[src/rtl/demux_1to4_64_buf.sv]
// -----------------------------------------------------------------------------
// demux_1to4_64_buf
//   Registered 1-to-4 demultiplexer with valid/ready handshakes. A single
//   producer word is steered to one of four consumer lanes by i_select. Each
//   lane owns a one-entry holding buffer, so a stalled consumer only blocks
//   traffic aimed at its own lane. Each lane also counts delivered words.
//
// Ports
//   clk                   rising-edge clock
//   reset                 synchronous, active-high reset
//   i_valid               producer word valid
//   i_select[1:0]         destination lane (0=A, 1=B, 2=C, 3=D)
//   i_data[WIDTH-1:0]     producer word
//   o_ready               producer word is accepted this cycle when i_valid=1
//   o_valid[3:0]          bit k: lane k holds a word
//   i_ready[3:0]          bit k: consumer k takes lane k this cycle
//   o_data_0..3           lane data (only meaningful while o_valid[k]=1)
//   o_count_0..3          words delivered per lane, wraps modulo 2^CNT_W
//   o_busy                any lane holds a word
// -----------------------------------------------------------------------------
module demux_1to4_64_buf #(
  parameter int WIDTH = 64,
  parameter int CNT_W = 16
) (
  input  logic             clk,
  input  logic             reset,
  input  logic             i_valid,
  input  logic [1:0]       i_select,
  input  logic [WIDTH-1:0] i_data,
  output logic             o_ready,
  output logic [3:0]       o_valid,
  input  logic [3:0]       i_ready,
  output logic [WIDTH-1:0] o_data_0,
  output logic [WIDTH-1:0] o_data_1,
  output logic [WIDTH-1:0] o_data_2,
  output logic [WIDTH-1:0] o_data_3,
  output logic [CNT_W-1:0] o_count_0,
  output logic [CNT_W-1:0] o_count_1,
  output logic [CNT_W-1:0] o_count_2,
  output logic [CNT_W-1:0] o_count_3,
  output logic             o_busy
);

  logic [3:0]       full_q, full_d;
  logic [3:0]       load, drain;
  logic             accept;
  logic [WIDTH-1:0] buf_q [4];
  logic [WIDTH-1:0] buf_d [4];
  logic [CNT_W-1:0] cnt_q [4];
  logic [CNT_W-1:0] cnt_d [4];

  always_comb begin
    // A full lane can still take a new word if its consumer drains the old
    // one on the same edge; this is what gives one word per cycle per lane.
    o_ready = ~full_q[i_select] | i_ready[i_select];
    accept  = i_valid & o_ready;
    load    = accept ? (4'b0001 << i_select) : 4'b0000;
    drain   = full_q & i_ready;
    // Load wins over drain so a same-edge refill keeps the lane full.
    full_d  = (full_q & ~drain) | load;
    for (int k = 0; k < 4; k++) begin
      buf_d[k] = load[k] ? i_data : buf_q[k];
      cnt_d[k] = cnt_q[k] + CNT_W'(drain[k]);
    end
  end

  // Lane state registers
  always_ff @(posedge clk) begin
    if (reset) begin
      full_q <= 4'b0000;
      for (int k = 0; k < 4; k++) begin
        buf_q[k] <= '0;
        cnt_q[k] <= '0;
      end
    end else begin
      full_q <= full_d;
      for (int k = 0; k < 4; k++) begin
        buf_q[k] <= buf_d[k];
        cnt_q[k] <= cnt_d[k];
      end
    end
  end

  assign o_valid   = full_q;
  assign o_busy    = |full_q;
  assign o_data_0  = buf_q[0];
  assign o_data_1  = buf_q[1];
  assign o_data_2  = buf_q[2];
  assign o_data_3  = buf_q[3];
  assign o_count_0 = cnt_q[0];
  assign o_count_1 = cnt_q[1];
  assign o_count_2 = cnt_q[2];
  assign o_count_3 = cnt_q[3];

endmodule

[config.mk]
export PLATFORM = sky130hd
export DESIGN_NAME = demux_1to4_64_buf
export DESIGN_NICKNAME = d
export VERILOG_FILES = /design/src/rtl/demux_1to4_64_buf.sv
export SDC_FILE = /design/constraint.sdc
export NUM_CORES = 1
export LEC_CHECK = 0
export CAP_MARGIN = 25
export CORE_MARGIN = 4
export CORE_UTILIZATION = 25
export CTS_BUF_LIST = sky130_fd_sc_hd__clkbuf_4
export DETAILED_ROUTE_END_ITERATION = 8
export PLACE_DENSITY = 0.6
export SLEW_MARGIN = 20
export SYNTH_ARGS = -nofsm -noshare
export SYNTH_HDL_FRONTEND = slang
export SYNTH_SLANG_ARGS = --single-unit
[constraint.sdc]
create_clock -name clk -period 3.5 [get_ports clk]
set_input_delay 0.7 -clock clk [delete_from_list [all_inputs] [get_ports clk]]
set_output_delay 0.7 -clock clk [all_outputs]
set_load 0.05 [all_outputs]
# After elaboration in Yosys (flattened, before gate mapping)
# Memory sizes are Yosys's and may differ from the RTL's.
# Cells that the tools add are included.
# totals
in_bits	73
n_memories	2
ramBits	320
register_bits	4
wordCells	45
# memory_table
name	words	width	read_ports	rd_clocked_by_memory_dff	write_ports	line	source
buf_q	4	64	4	0	4	47	logic [WIDTH-1:0] buf_q [4];
cnt_q	4	16	4	0	4	49	logic [CNT_W-1:0] cnt_q [4];
# op_classes
n_lt_le_gt_ge	1
n_bitwise	15
n_addsub	4
n_mux	20
shifts	1
n_reduce_logical	1
# op_table
operator	count
two-way mux 64 bit	8
adder 16 x 1 -> 16 bit	4
two-way mux 16 bit	4
OR 1 bit	9
AND 4 bit	2
two-way mux 1 bit	5
binary-select mux 1 bit (select 2 bit)	2
two-way mux 4 bit	1
NOT 4 bit	1
OR 4 bit	1
OR reduction 4 bit	1
left shift 1 x 2 -> 4 bit (first input constant)	1
less-than comparator 2 x 3 -> 1 bit (second input constant)	1
AND 1 bit	1
NOT 1 bit	1

# Depth between registers and ports, before layout
# Gate-level depths: netlist (run 1).
# logic_depth
word_depth	8
depth_mapped	7

# Worst setup path before layout (run 1)
# No wires, ideal clock.
# synth_timing
path_kind	input -> output
start	input i_select[0]
end	output o_ready
t_arrival_ns	1.532
required_ns	2.800
slack_ns	1.268
path_stages	2
path_buffers	1
path_cell_list	buf_2 > mux4_2
# synth_between
elab_chain_cells	4
word_cells_on_any_way	6
cone_classes	mux: 4; bitwise: 2
# synth_rtl
element	line	source
from (decl)	28	input logic [1:0] i_select,
binary-select mux 1 bit (select 2 bit)	55	o_ready = ~full_q[i_select] | i_ready[i_select];
two-way mux 1 bit (implied by the code)	55	
NOT 1 bit	55	
OR 1 bit (*)	55	
to (decl)	30	output logic o_ready,
# Every way passes the cells marked *; elsewhere a longest branch is shown, timed or not. The select of a mux whose other input is x is not followed.

# Worst setup path in the final report (run 1)
# layout_timing
start	register full_q[1] (netlist: o_valid[1])
end	output o_busy
# layout_between
elab_chain_cells	1
# layout_rtl
element	line	source
from (decl)	44	logic [3:0] full_q, full_d;
from (signal assigned)	76	full_q <= full_d;
OR reduction 4 bit	85	assign o_busy = |full_q;
to (decl)	41	output logic o_busy
# No other way between the ends.

==> impl_metrics.ini, run 1 <==
[status]
status = finished clean

[sta]
skew_ns = 0.0374
timing.fmax_mhz = 325
finalHoldViolCount = 0
rsz0062_at_grt = false
setup_violations = 0
min_period_ns = 3.08
finalSetupTns_ns = 0
holdWs_ns = 0.406
relSlewSlack = 0.378
slew_violations = 0
post-route-period-util = 0.880
worst_pin_slew_ns = 0.933

[clocking]
cts_buffer_depth = 3
postCtsSetupRepairBufs = 0
clock_sinks = 324
clk_pin_slew_ns = 0.06
clkLatencyLatePin_ns = 0.83
postCtsHoldBufs = 0
numCtsBuffers = 90
cts_max_level = 3
cts_tree = done
post_cts_resized = 0
cts.root.buffer_cell = clkbuf_4

[placement]
numPortBuffers = 398
hpwl_um = 29900
gp_congestion = 0.824

[synthesis]
synth_top_family_by_area = simple AND/OR/NAND/NOR gates
yosysUniqueCellTypes = 28
synth_mux_area_frac = 0.00193
syn_area_per_cell_um2 = 8.04
synth-compound-area-share = 0.121
synth_warnings = 0
yosysSeqAreaShare = 0.555
syn_area_um2 = 11700
synth-seq-cells = 324
synth_simple_gate_area_share = 0.242
synthAdderAreaFrac = 0.0118
synth_top_area_cell = dfxtp_1
synth_cells = 1453
synth_top_area_frac = 0.555
synth_fp_nets = 1537
synth_area_leaders = dfxtp_1 (56%), nand2_1 (17%), a21oi_1 (12%)
synthXorXnorAreaFrac = 0.0337

[route]
drcViolationCount = 0
dr.pass1.iters = 5
postRouteAntennaNets = 0
wl_um = 43600
routed-via-count = 11600
dr.first_iter.drc_count = 675
viasPerCell = 4.56
wl_per_cell_um = 17.1

[hold_path]
hp-class = in -> reg

[grt]
gr-total-overflow = 0
grtUsageMet3 = 0.0677
use_met2 = 0.269
antenna_found_initial = 2
grt_usage = 0.165
grt_max_degree = 113
grt_busiest_layer = met2
grt_pass1_wl_um = 65500
gr-usage-met1 = 0.199
first_global_vias = 10900

[floorplanning]
core_um2 = 45800
die_x_um = 224
ios = 399
die-area_um2 = 50200
fp.dieH_um = 224
initial_core_util = 0.255
rows = 78

[worst_setup_path]
endpoint_kind = output port
critPathLaunchType = flip-flop
worstPathMaxFanout = 4
crit_required_ns = 2.80
crit_type = reg -> out
crit_arrival_ns = 2.38

[final_layout]
final_layout_size_suffix_gt1_frac = 0.0915
syn2layout_area_growth_pct = 50.3
nets = 1955

[power]
cellLeakagePower_nw = 5.99
ir_drop_uv = 324
power.density_nw_per_um2 = 490

[flow_run]
drv_cap = 0
[kinds of logic (layout without fill, tap and decap cells)]
logic type,count (synthesis),in the layout
AOI/OAI and AO/OA,282,282
DFF,324,324
and+or+nand+nor,688,688
adders and majority gates,11,11
buffers and inverters,102,583
xor gates and xnor gates,45,45
muxes,1,1
other,0,10
[area by class of cell]
type / instances / area, um2
Fill cell: 4703 / 28200
Sequential cell: 324 / 6490
Multi-Input combinational cell: 1027 / 4830
Timing Repair Buffer: 420 / 4200
Clock buffer: 135 / 1010
Tap cell: 600 / 751
Clock inverter: 20 / 215
Inverter: 8 / 30.0
Antenna cell: 10 / 25.0
[routing by layer]
| metal | vias up | wire length, um |
|---|---|---|
| met4 | 0 | 1060 |
| met1 | 5434 | 17900 |
| met3 | 73 | 4080 |
| met5 | - | 0 |
| li1 | 5653 | - |
| met2 | 448 | 20500 |
[critical path, stage by stage (launching register included)]
cell and delay [ns]:
dfxtp_1 0.36, or4_1 0.51, clkdlybuf4s50_1 0.71
[layout by cell type (no fill, tap or decap), types with 16 or more instances in the layout]
cell type,Yosys,routed
a21oi_1,271,271
nand2_1,526,526
buf_4,0,19
dfxtp_1,324,324
clkbuf_4,0,135
xnor2_1,34,34
nor2_1,49,49
nand3_1,28,27
clkdlybuf4s50_1,0,396
nor4_1,16,16
[per-stage QoR]
step                setup slack (ns)   util  instance area [um2]  total power, mW  std cells
floorplan                       1.27      -                11700             4.50       1453
global placement               0.701  0.356                16300             4.94       2379
detailed placement             0.648  0.356                16300             4.95       2379
CTS                            0.286  0.383                17500             8.74       2534
global route                   0.259  0.383                17500             9.02       2543
finish                         0.419  0.383                17600             8.59       2544
[state kept, by name (all words and copies together) (netlist names)]
register,count
o_valid,4
buf_q,256
cnt_q,64
[final timing paths]
path                 from           end  slack, ns  depth (start not counted)
max            o_valid[1]        o_busy       0.42                          2
min                 reset  cnt_q[0][29]       0.41                          2
max reg2reg  cnt_q[0][19]  cnt_q[0][31]       1.54                          4
min reg2reg  buf_q[2][32]  buf_q[2][32]       0.45                          2
[power breakdown]
part           switching, mW  internal [mW]  total (mW)
registers             0.0547           3.79        3.84
clock network           1.62           2.11        3.73
logic                  0.698          0.322        1.02
[synth_stat cells (all sizes together)]
| cell type | number |
|---|---|
| or4 | 2 |
| and2 | 4 |
| nand3 | 28 |
| buf | 38 |
| or3 | 12 |
| a31o | 1 |
| o31ai | 1 |
| and4 | 1 |
| nor4 | 16 |
| nor2 | 49 |
| dfxtp | 324 |
| nand2 | 526 |
| or2 | 1 |
| ha | 11 |
| mux4 | 1 |
| nor3 | 15 |
| xnor2 | 34 |
| a21oi | 271 |
| inv | 8 |
| clkbuf | 56 |
| and3 | 3 |
| o21ai | 9 |
| xor2 | 11 |
| nand4 | 14 |
| nor2b | 11 |
| nand2b | 6 |
Power figures use the tool's default switching activity.
==> run 2, diff against run 1 <==
Settings changed: SETUP_SLACK_MARGIN set to 0.1.
==> results of run 2 <==
The final DEF is identical to that of run 1; final timing and power are the same.
